### config.mk
export PLATFORM = sky130hd
export DESIGN_NAME = alu_cmd_issuer
export DESIGN_NICKNAME = d
export VERILOG_FILES = /design/src/rtl/alu_cmd_issuer.sv
export SDC_FILE = /design/constraint.sdc
export NUM_CORES = 1
export LEC_CHECK = 0
export CAP_MARGIN = 20
export CELL_PAD_IN_SITES_DETAIL_PLACEMENT = 1
export CELL_PAD_IN_SITES_GLOBAL_PLACEMENT = 1
export CORE_UTILIZATION = 35
export DETAILED_ROUTE_END_ITERATION = 6
export GPL_ROUTABILITY_DRIVEN = 0
export HOLD_SLACK_MARGIN = 0.12
export PLACE_DENSITY_LB_ADDON = 0.2
export SYNTH_ARGS = -nofsm -noshare
export SYNTH_HDL_FRONTEND = slang
export SYNTH_SLANG_ARGS = --single-unit
### constraint.sdc
create_clock -name clk -period 6.52 [get_ports clk]
set_input_delay 1.304 -clock clk [delete_from_list [all_inputs] [get_ports clk]]
set_output_delay 1.304 -clock clk [all_outputs]
set_load 0.02 [all_outputs]
### src/rtl/alu_cmd_issuer.sv
// Front end for the 4-bit ALU stage: accepts tagged instructions, decodes them into the
// 15-bit control word, runs one command at a time through the ALU and returns a tagged response.
module alu_cmd_issuer #(
  parameter int TAG_W       = 4,
  parameter int TIMEOUT_CYC = 255
) (
  input  logic             clk,
  input  logic             rst,
  input  logic             in_valid,
  output logic             in_ready,
  input  logic [3:0]       in_op,
  input  logic [14:0]      in_ctrl,
  input  logic [3:0]       in_x0,
  input  logic [3:0]       in_x1,
  input  logic [3:0]       in_y0,
  input  logic [3:0]       in_y1,
  input  logic [TAG_W-1:0] in_tag,
  output logic [3:0]       x0,
  output logic [3:0]       x1,
  output logic [3:0]       y0,
  output logic [3:0]       y1,
  output logic [14:0]      ctrl_flat,
  output logic             cmd_valid,
  input  logic             cmd_ready,
  input  logic             res_valid,
  output logic             res_ready,
  input  logic [9:0]       res_q,
  input  logic             carry_q,
  output logic             out_valid,
  input  logic             out_ready,
  output logic [9:0]       out_res,
  output logic             out_carry,
  output logic [TAG_W-1:0] out_tag,
  output logic             out_err,
  output logic [15:0]      cmd_count
);

  typedef enum logic [1:0] {IDLE, ISSUE, WAIT, RESP} state_t;

  state_t      state, state_nxt;
  logic        stale;
  logic [15:0] wdog;
  logic        timeout;

  assign timeout = (wdog == 16'(TIMEOUT_CYC - 1));

  function automatic logic [14:0] decode(input logic [3:0] op, input logic [14:0] raw);
    logic [14:0] c;
    if (op[3]) begin
      c = raw;
    end else begin
      case (op[2:0])
        3'd0:    c = 15'h4000;  // ADDX
        3'd1:    c = 15'h6000;  // SUBX
        3'd2:    c = 15'h0100;  // ADDY
        3'd3:    c = 15'h0180;  // SUBY
        3'd4:    c = 15'h1000;  // MULX
        3'd5:    c = 15'h0040;  // MULY
        3'd6:    c = 15'h4104;  // SUMXY
        default: c = 15'h4106;  // DIFFXY
      endcase
    end
    return c;
  endfunction

  always_ff @(posedge clk) begin
    if (rst) state <= IDLE;
    else     state <= state_nxt;
  end

  always_comb begin
    state_nxt = state;
    in_ready  = 1'b0;
    cmd_valid = 1'b0;
    res_ready = 1'b0;
    out_valid = 1'b0;
    case (state)
      IDLE: begin
        // A stale ALU result from a timed-out command is drained before new work is taken.
        in_ready  = !stale;
        res_ready = stale;
        if (in_valid && !stale) state_nxt = ISSUE;
      end
      ISSUE: begin
        cmd_valid = 1'b1;
        if (cmd_ready) state_nxt = WAIT;
      end
      WAIT: begin
        res_ready = 1'b1;
        if (res_valid || timeout) state_nxt = RESP;
      end
      RESP: begin
        out_valid = 1'b1;
        if (out_ready) state_nxt = IDLE;
      end
      default: state_nxt = IDLE;
    endcase
  end

  always_ff @(posedge clk) begin
    if (rst) begin
      x0        <= '0;
      x1        <= '0;
      y0        <= '0;
      y1        <= '0;
      ctrl_flat <= '0;
      out_res   <= '0;
      out_carry <= 1'b0;
      out_tag   <= '0;
      out_err   <= 1'b0;
      cmd_count <= '0;
      stale     <= 1'b0;
      wdog      <= '0;
    end else begin
      case (state)
        IDLE: begin
          if (stale && res_valid) stale <= 1'b0;
          if (in_valid && !stale) begin
            x0        <= in_x0;
            x1        <= in_x1;
            y0        <= in_y0;
            y1        <= in_y1;
            ctrl_flat <= decode(in_op, in_ctrl);
            out_tag   <= in_tag;
          end
        end
        ISSUE: begin
          if (cmd_ready) begin
            cmd_count <= cmd_count + 16'd1;
            wdog      <= '0;
          end
        end
        WAIT: begin
          wdog <= wdog + 16'd1;
          // A result arriving on the timeout cycle takes priority over the error.
          if (res_valid) begin
            out_res   <= res_q;
            out_carry <= carry_q;
            out_err   <= 1'b0;
          end else if (timeout) begin
            out_res   <= '0;
            out_carry <= 1'b0;
            out_err   <= 1'b1;
            stale     <= 1'b1;
          end
        end
        default: ;
      endcase
    end
  end

endmodule
[After elaboration in Yosys (flattened, before gate mapping)]
Index checks and enable logic that the tools add are counted.
Cells by class
  $add $sub $neg: 2
  eq/ne operators: 17
  mux-type cells: 22
  reduce and logical (&&, ||, !) cells: 15
Operators by type and width (count)
  $pmux 15 s7: 1
  $add 16x1->16 const B: 2
  $pmux 16 s2: 1
  $mux 10: 2
  $eq 16x8->1 const B: 1
  $mux 16: 1
  $mux 15: 1
  $ne 2x2->1 const B: 7
  $eq 3x3->1 const B: 3
  $mux 1: 9
  $mux 2: 4
  $pmux 2 s4: 1
  $reduce_and 2->1: 4
  $reduce_and 4->1: 2
  $eq 3x2->1 const B: 2
  $reduce_bool 2->1: 3
  $eq 2x2->1 const B: 2
  $pmux 1 s2: 2
  $eq 3x1->1 const B: 1
  $logic_not 3->1: 1
  $eq 2x1->1 const B: 1
  $logic_and 1x1->1: 2
  $logic_not 2->1: 1
  $logic_not 1->1: 1
  $logic_or 1x1->1: 1
Word-level totals
  bits in registers: 82
  bits of input ports: 56

[Depth between registers and ports, before layout]
Gate-level depths: netlist of run 1.
  depth after elaboration: 4
  mapped depth: 8
  mapped depth without buffers: 6

[Worst setup path after synthesis of run 1]
No wires, ideal clock.
  kind: in2reg
  from: in cmd_ready
  to: reg wdog[15]
  setup time: 70 ps
  arrival time: 2656 ps
  data required time: 6450 ps
  path slack: 3794 ps
  cell stages on the path: 5
  path buffers: 1
  cells stage by stage: mux2i_1 or4b_1 buf_2 or4_1 a21oi_1
On the way
  longest elaborated chain between the ends: 2
RTL lines
  from (decl): line 24  | input logic cmd_ready,
  $ne 2x2->1 (no source line)
  $reduce_and 2->1 (no source line)
  to (signal assigned): line 134  | wdog <= wdog + 16'd1;
  to (decl): line 42  | logic [15:0] wdog;
No other way between the ends.
A chain may end at the register's enable or synchronous reset.

[Worst setup path in the final report of run 1]
Ends and elaborated chain as after synthesis.

==> results of run 1 <==
metrics by stage:
step | instance area (sq um) | util, %
2_1_floorplan | 3430 | -
3_3_place_gp | 4740 | 50.6
3_5_place_dp | 4750 | 50.6
4_1_cts | 4970 | 53.1
5_1_grt | 4970 | 53.1
6_report | 4970 | 53.1
state kept, by name, indices dropped and copies added, names as in the netlist:
register	cells
x0	4
out_err	1
x1	4
state	2
stale	1
y0	4
cmd_count	16
out_res	10
ctrl_flat	15
y1	4
out_tag	4
out_carry	1
wdog	16
logic make-up after synthesis:
family                   count (synthesis)  synth area share [%]
flip-flops                              82                  47.8
multiplexers                             5                  1.49
buffers and inverters                   32                  3.57
XOR/XNOR                                16                  4.08
AND/OR/NAND/NOR                        172                  24.6
AO/OA/AOI/OAI                           84                  15.5
adder cells (fa/ha/maj)                  8                  2.92
cells in the final DEF (no fill, tap or decap), types with 5 or more instances in the layout:
cell type / n
a211oi_1: 7
nor2b_1: 6
nor3_1: 11
nand4_1: 8
xnor2_1: 9
clkbuf_8: 10
and4_1: 5
a21oi_1: 41
clkdlybuf4s50_1: 121
nor2_1: 32
inv_1: 9
o21ai_0: 9
dfxtp_1: 82
ha_1: 8
xor2_1: 7
nand2_1: 62
or3_1: 8
nand3_1: 18
a22o_1: 11
critical path, stage by stage:
cell             delay (ns)
clkdlybuf4s50_1        0.58
mux2i_1                0.35
or4b_1                 0.76
or4_1                  0.52
a21oi_1                0.15
power groups by stage:
stage	clock network (W)	registers, W	logic (W)
finish	0.000415	0.000581	0.000433
global route	0.000448	0.000588	0.000474
CTS	0.000430	0.000582	0.000439
detailed placement	0	0.000593	0.000437
global placement	0	0.000589	0.000425
floorplan	0	0.000643	0.000193
cell type report:
type | count | area share, %
clock inverters | 6 | 1.81
well taps | 129 | 3.25
repair buffers | 125 | 24.9
flip-flops and latches | 82 | 33.0
multi-input cells | 285 | 33.6
clock buffers | 10 | 2.77
inverters | 9 | 0.679
metal layers:
metal	global-route usage (%)	vias to the layer above	part of all wire [%]
met5	0	-	0
met4	5.35	0	1.0
met3	7.56	11	6.4
met2	35.9	76	50
met1	23.0	1605	42
li1	-	1628	-
path summary, 6_finish.rpt:
| path | startpoint | endpoint | slack [ns] | cells after the start |
|---|---|---|---|---|
| worst max-delay path | cmd_ready | wdog[15] | 3.15 | 5 |
| worst min-delay path | ctrl_flat[9] | ctrl_flat[9] | 0.46 | 2 |
| worst max register to register | state[0] | wdog[15] | 3.83 | 6 |
| worst min register to register | ctrl_flat[9] | ctrl_flat[9] | 0.46 | 2 |
==> results.sh, run 1 <==
export IMPL_worstPathRequired_ns=6.81
export IMPL_p_int_w=0.000964
export IMPL_period_share_pct=51.8
export IMPL_cts_buffer_depth=2
export IMPL_grt_antenna_before_repair=0
export IMPL_yosysTopAreaCellShare_pct=47.8
export IMPL_root_buffer="clkbuf_8"
export IMPL_track_usage_pct=20.3
export IMPL_whs_ns=0.456
export IMPL_diodes=0
export IMPL_drt_total_wl_um=9930
export IMPL_async_flop_share_pct=0
export IMPL_clock_fmax_mhz=296
export IMPL_comb_power_share_pct=30.3
export IMPL_wl_per_cell_um=15.4
export IMPL_arrival_ns=3.66
export IMPL_port_buffers=122
export IMPL_synth_ff_type="dfxtp_1"
export IMPL_final_nets=576
export IMPL_clkLatencyLatePin_ns=0.35
export IMPL_drt_initial_drc_count=55
export IMPL_start_kind="primary input"
export IMPL_path_max_fanout=14
export IMPL_hpwl_um=7070
export IMPL_areaGrowthSynthToFinish_pct=44.9
export IMPL_drive_gt1_share_pct=5.22
export IMPL_status="finished, final reports clean"
export IMPL_ys_seq_elements=82
export IMPL_period_needed_ns=3.37
export IMPL_finalSetupViolCount=0
export IMPL_boundaryPins=123
export IMPL_synth_most_common_cell="dfxtp_1"
export IMPL_cts_hold_buf=0
export IMPL_ys_warn_count=0
export IMPL_filler_cell_count=1138
export IMPL_ys_seq_area_share_pct=47.8
export IMPL_vias_per_cell=5.14
export IMPL_pre_cts_ws_ns=2.79
export IMPL_rows=35
export IMPL_die_area_sq_um=10200
export IMPL_hold_viol_final=0
export IMPL_rsz0062_at_grt="no"
export IMPL_tritoncts="done"
export IMPL_cts_sinks=82
export IMPL_synth_area_top_cells="dfxtp_1 48%, nand2_1 6.8%, a21oi_1 6.0%, nor2_1 3.6%, ha_1 2.9%"
export IMPL_avgSynthCellArea_sq_um=8.60
export IMPL_drc=0
export IMPL_syn_inst=399
export IMPL_vdd_drop_max_mv=0.122
export IMPL_fp_dieW_um=101
export IMPL_cts_resized=0
export IMPL_finalPower_w=0.00143
export IMPL_final_cells=646
export IMPL_drv_slew=0
export IMPL_grt_pass1_vias=3467
export IMPL_post_cts_buffers=0
export IMPL_vias=3320
export IMPL_p_leak_nw=1.74
export IMPL_synth_cell_types=43
export IMPL_swShare_pct=32.5
export IMPL_clk_pin_slew_ns=0.09
export IMPL_powerDensity_nw_per_um2=287
export IMPL_start_util_pct=36.6
export IMPL_grt_overflow_total=0
export IMPL_clock_skew_ns=0.0132
export IMPL_h_tree_depth=3
export IMPL_ant_nets=0
export IMPL_cap_violations=0
export IMPL_place_inst=630
export IMPL_worst_slew_pin_slew_ns=0.941
export IMPL_synth_fp_nets=463
export IMPL_tns_ns=0
export IMPL_crit_type="primary input to flop"
export IMPL_end_kind="flop"
export IMPL_fin_ws_ns=3.15
export IMPL_syn_area_sq_um=3430
export IMPL_p_switching_w=0.000465
export IMPL_synth_edf_count=0
export IMPL_fp_dieH_um=101
export IMPL_relSlewSlack_pct=35.5
export IMPL_design_core_area_sq_um=9370
export IMPL_pwr_share_clk_pct=29.1
export IMPL_dr_pass1_iters=4
export IMPL_synth_top_cell_by_area="dfxtp_1"
export IMPL_yosys_top_cells_count="82 x dfxtp_1, 62 x nand2_1, 41 x a21oi_1"
export IMPL_cts_buffers=9
export IMPL_hold_path_class="flop to flop"
export IMPL_grt_pass1_wl_um=16400
export IMPL_multiInputGateArea_sq_um=1670
export IMPL_pwr_share_seq_pct=40.6
export IMPL_regArea_sq_um=1640
export IMPL_grt_max_degree=66
Power figures use the tool's default switching activity.
==> inputs of run 2 (changes only) <==
- CORE_UTILIZATION: 35 -> 32
- clock period: 6.52 -> 3.36 ns (I/O delays scaled with it)
==> run 2 against run 1 <==
  * Clock power grew 90%
  * Combinational power increased by 96%
  * Power up 93%
  * Count of clock-buffer cells in the layout down 1
  * Core utilization fell by 5.0 points
  * Setup slack lost 2.5 ns
==> results.sh, run 2 (synthesis gave the netlist of run 1 again) <==
export IMPL_status="finished, final reports clean"
export IMPL_clk_pin_slew_ns=0.08
export IMPL_hold_viol_final=0
export IMPL_cts_sinks=82
export IMPL_reg_top3="cmd_count x16, wdog x16, ctrl_flat x15"
export IMPL_tritoncts="done"
export IMPL_clock_fmax_mhz=368
export IMPL_pwr_share_seq_pct=40.8
export IMPL_clock_skew_ns=0.0130
export IMPL_arrival_ns=2.05
export IMPL_finalPower_w=0.00276
export IMPL_final_nets=577
export IMPL_wl_per_cell_um=15.0
export IMPL_final_common_cell="clkdlybuf4s50_1"
export IMPL_vias=3260
export IMPL_boundaryPins=123
export IMPL_cts_buffer_depth=2
export IMPL_drive_gt1_share_pct=5.41
export IMPL_root_buffer="clkbuf_8"
export IMPL_grt_antenna_before_repair=0
export IMPL_rsz0062_at_grt="no"
export IMPL_period_share_pct=81.0
export IMPL_swShare_pct=32.9
export IMPL_grt_pass1_wl_um=16400
export IMPL_crit_type="flop to output port"
export IMPL_post_cts_buffers=0
export IMPL_fp_dieH_um=106
export IMPL_finalSetupViolCount=0
export IMPL_fp_dieW_um=106
export IMPL_cts_hold_buf=0
export IMPL_drc=0
export IMPL_place_area_sq_um=4760
export IMPL_comb_power_share_pct=30.7
export IMPL_cap_violations=0
export IMPL_mostFrequentLayoutCells="121 x clkdlybuf4s50_1, 82 x dfxtp_1, 62 x nand2_1"
export IMPL_powerDensity_nw_per_um2=555
export IMPL_final_area_sq_um=4980
export IMPL_vias_per_cell=4.98
export IMPL_drt_total_wl_um=9840
export IMPL_tns_ns=0
export IMPL_path_max_fanout=9
export IMPL_p_leak_nw=1.74
export IMPL_h_tree_depth=3
export IMPL_ant_nets=0
export IMPL_hold_path_class="flop to flop"
export IMPL_grt_max_degree=40
export IMPL_p_int_w=0.00186
export IMPL_die_area_sq_um=11100
export IMPL_rows=37
export IMPL_track_usage_pct=18.2
export IMPL_vdd_drop_max_mv=0.293
export IMPL_p_switching_w=0.000909
export IMPL_cts_resized=0
export IMPL_cts_buffers=9
export IMPL_fin_ws_ns=0.640
export IMPL_grt_overflow_total=0
export IMPL_pwr_share_clk_pct=28.5
export IMPL_end_kind="output port"
export IMPL_dr_pass1_iters=4
export IMPL_start_util_pct=33.1
export IMPL_design_core_area_sq_um=10400
export IMPL_worst_slew_pin_slew_ns=0.718
export IMPL_areaGrowthSynthToFinish_pct=45.1
export IMPL_worstPathRequired_ns=2.69
export IMPL_clkLatencyLatePin_ns=0.35
export IMPL_relSlewSlack_pct=52.0
export IMPL_diodes=0
export IMPL_drv_slew=0
export IMPL_start_kind="flop"
export IMPL_pre_cts_ws_ns=0.572
export IMPL_grt_pass1_vias=3347
export IMPL_period_needed_ns=2.72
export IMPL_port_buffers=122
export IMPL_drt_initial_drc_count=79
export IMPL_hpwl_um=7130
run 2: metrics by stage:
stage               std cells  utilization [%]  hold slack (ns)
floorplan                 399                -            0.448
global placement          638             45.9            0.438
detailed placement        638             45.9            0.447
CTS                       654             48.0            0.461
global route              654             48.0            0.481
finish                    654             48.0            0.454
run 2: path summary, 6_finish.rpt:
kind                                   start           end  slack, ns  depth (start not counted)
worst max register to register      state[0]      wdog[15]       1.00                          6
worst max-delay path                state[0]     res_ready       0.64                          5
worst min register to register  ctrl_flat[0]  ctrl_flat[0]       0.45                          2
worst min-delay path            ctrl_flat[0]  ctrl_flat[0]       0.45                          2
run 2: power by group through the flow:
stage / registers, W / clock network, W / logic (W)
after floorplan: 0.00125 / 0 / 0.000374
after global placement: 0.00114 / 0 / 0.000836
after detailed placement: 0.00115 / 0 / 0.000859
after CTS: 0.00113 / 0.000821 / 0.000865
after global routing: 0.00114 / 0.000847 / 0.000926
final: 0.00113 / 0.000787 / 0.000849
run 2: layout make-up:
class,count,area [sq um]
Multi-Input combinational cell,285,1670
Sequential cell,82,1640
Fill cell,1216,5390
Inverter,9,33.8
Timing Repair Buffer,126,1250
Clock inverter,7,93.8
Tap cell,136,170
Clock buffer,9,124
run 2: routing by layer:
layer / vias up / global-route usage, % / wire length [um]
met5: - / 0 / 0
li1: 1626 / - / -
met1: 1554 / 21.5 / 4270
met3: 9 / 5.69 / 558
met4: 0 / 5.26 / 108
met2: 71 / 31.8 / 4900
run 2: critical path, stage by stage, from the launching register on:
cell and delay (ns):
dfxtp_1 0.34, inv_1 0.12, ha_1 0.37, inv_1 0.18, nand2_1 0.09, clkdlybuf4s50_1 0.61
==> inputs of run 3 (changes only) <==
- CORE_UTILIZATION: 32 -> 29
- clock period: 3.36 -> 2.45 ns (I/O delays scaled with it)
==> run 3 against run 2 <==
  * Via count grew 1.4%
  * Clock skew shrank 0.0091 ns
  * Combinational power grew 39%
  * Global-route usage shrank 1.3 points
  * Wire length grew 1.0%
  * Power grew 54%
  * Hold slack lost 0.00082 ns
  * Register-to-register slack lost 0.74 ns
  * Clock power grew 94%
  * Critical path depth shrank 1
  * Final cell count grew 2.4%
  * Setup slack lost 0.47 ns
  * Highest routed layer unchanged
==> results.sh, run 3 (synthesis gave the netlist of run 1 again) <==
export IMPL_status="finished, final reports clean"
export IMPL_end_kind="output port"
export IMPL_period_needed_ns=2.28
export IMPL_worstPathRequired_ns=1.96
export IMPL_diodes=0
export IMPL_start_kind="flop"
export IMPL_vias=3305
export IMPL_port_buffers=122
export IMPL_tritoncts="done"
export IMPL_relSlewSlack_pct=66.4
export IMPL_place_area_sq_um=4840
export IMPL_grt_busiest_layer="met2"
export IMPL_pwr_share_clk_pct=35.8
export IMPL_drt_initial_drc_count=99
export IMPL_cts_buffers=9
export IMPL_root_buffer="clkbuf_16"
export IMPL_reg_top3="cmd_count x16, wdog x16, ctrl_flat x15"
export IMPL_final_nets=586
export IMPL_h_tree_depth=3
export IMPL_clkLatencyLatePin_ns=0.34
export IMPL_comb_power_share_pct=27.8
export IMPL_vias_per_cell=4.93
export IMPL_grt_pass1_wl_um=16700
export IMPL_grt_antenna_before_repair=0
export IMPL_grt_max_degree=39
export IMPL_drv_slew=0
export IMPL_swShare_pct=30.0
export IMPL_grt_use_met3_pct=8.04
export IMPL_cts_hold_buf=0
export IMPL_cts_sinks=82
export IMPL_powerDensity_nw_per_um2=823
export IMPL_r2r_cells=6
export IMPL_drc=0
export IMPL_ff2ff_setup_slack_ns=0.26
export IMPL_crit_start="state[1]"
export IMPL_pwr_share_seq_pct=36.4
export IMPL_finalPower_w=0.00426
export IMPL_finalSetupViolCount=0
export IMPL_hpwl_um=7260
export IMPL_reg2reg_from="state[1]"
export IMPL_use_met1_pct=19.3
export IMPL_p_leak_nw=1.85
export IMPL_dr_pass1_iters=3
export IMPL_rows=39
export IMPL_grt_pass1_vias=3376
export IMPL_track_usage_pct=17.0
export IMPL_design_core_area_sq_um=11500
export IMPL_final_common_cell="clkdlybuf4s50_1"
export IMPL_reg2reg_to="wdog[15]"
export IMPL_clock_fmax_mhz=439
export IMPL_rsz0062_at_grt="no"
export IMPL_wl_per_cell_um=14.8
export IMPL_cts_resized=2
export IMPL_die_area_sq_um=12300
export IMPL_final_area_sq_um=5180
export IMPL_tns_ns=0
export IMPL_boundaryPins=123
export IMPL_critPathCapture="cmd_valid"
export IMPL_cts_buffer_depth=2
export IMPL_arrival_ns=1.79
export IMPL_fp_dieH_um=111
export IMPL_clk_pin_slew_ns=0.06
export IMPL_p_switching_w=0.00128
export IMPL_drive_gt1_share_pct=7.02
export IMPL_mostFrequentLayoutCells="119 x clkdlybuf4s50_1, 82 x dfxtp_1, 62 x nand2_1"
export IMPL_fp_dieW_um=111
export IMPL_ant_nets=0
export IMPL_vdd_drop_max_mv=0.509
export IMPL_grt_overflow_total=0
export IMPL_grtUsageMet2_pct=27.7
export IMPL_cap_violations=0
export IMPL_hold_viol_final=0
export IMPL_areaGrowthSynthToFinish_pct=50.8
export IMPL_clock_skew_ns=0.00389
export IMPL_drt_total_wl_um=9940
export IMPL_hold_path_class="flop to flop"
export IMPL_p_int_w=0.00298
export IMPL_path_max_fanout=7
export IMPL_worst_slew_pin_slew_ns=0.504
export IMPL_period_share_pct=92.9
export IMPL_crit_type="flop to output port"
export IMPL_post_cts_buffers=0
export IMPL_start_util_pct=29.9
[run 3: cell count changes in the layout (fill, tap and decap cells not counted), moves of 2 or more]
cell / delta
buf_4: +9
clkbuf_16: +9
clkbuf_8: -9
clkdlybuf4s50_1: -2
clkinvlp_4: -2
[run 3: worst min path at each step]
stage	end	slack (ns)	startpoint	cells past startpoint
finish	x1[3]	0.45	x1[3]	2
global placement	ctrl_flat[9]	0.44	ctrl_flat[9]	2
floorplan	wdog[15]	0.45	wdog[15]	2
global route	x1[2]	0.48	x1[2]	2
detailed placement	ctrl_flat[10]	0.45	ctrl_flat[10]	2
CTS	x1[3]	0.46	x1[3]	2
[run 3: worst max-delay path, stage by stage (launching register included)]
cell and delay, ns:
dfxtp_1 0.34, inv_1 0.11, ha_1 0.23, buf_4 0.17
clkdlybuf4s50_1 0.60
[run 3: metal layers]
metal	vias up	part of all wire, %
met4	0	1.4
li1	1647	-
met3	10	8.5
met5	-	0
met1	1573	43
met2	75	47
[run 3: per-stage QoR]
stage / utilization (%) / instances / setup slack, ns / hold slack, ns
final: 45.1 / 670 / 0.173 / 0.454
after global routing: 45.1 / 670 / 0.107 / 0.478
after CTS: 45.1 / 670 / 0.0623 / 0.458
after detailed placement: 42.2 / 654 / 0.0335 / 0.447
after global placement: 42.2 / 654 / 0.0890 / 0.437
after floorplan: - / 399 / 0.167 / 0.448
[run 3: cell type report]
class	count	area, sq um
clock buffer	10	229
clock inverter	6	105
fill	1334	6290
inverter	9	33.8
multi-input combinational	285	1670
sequential	82	1640
tap	143	179
timing repair buffer	135	1320
[run 3: power groups by stage]
stage                     combinational [W]  clock, W  sequential (W)
final                               0.00118   0.00153         0.00155
after global routing                0.00130   0.00163         0.00157
after CTS                           0.00121   0.00158         0.00155
after detailed placement            0.00120         0         0.00158
after global placement              0.00118         0         0.00157
after floorplan                    0.000513         0         0.00171
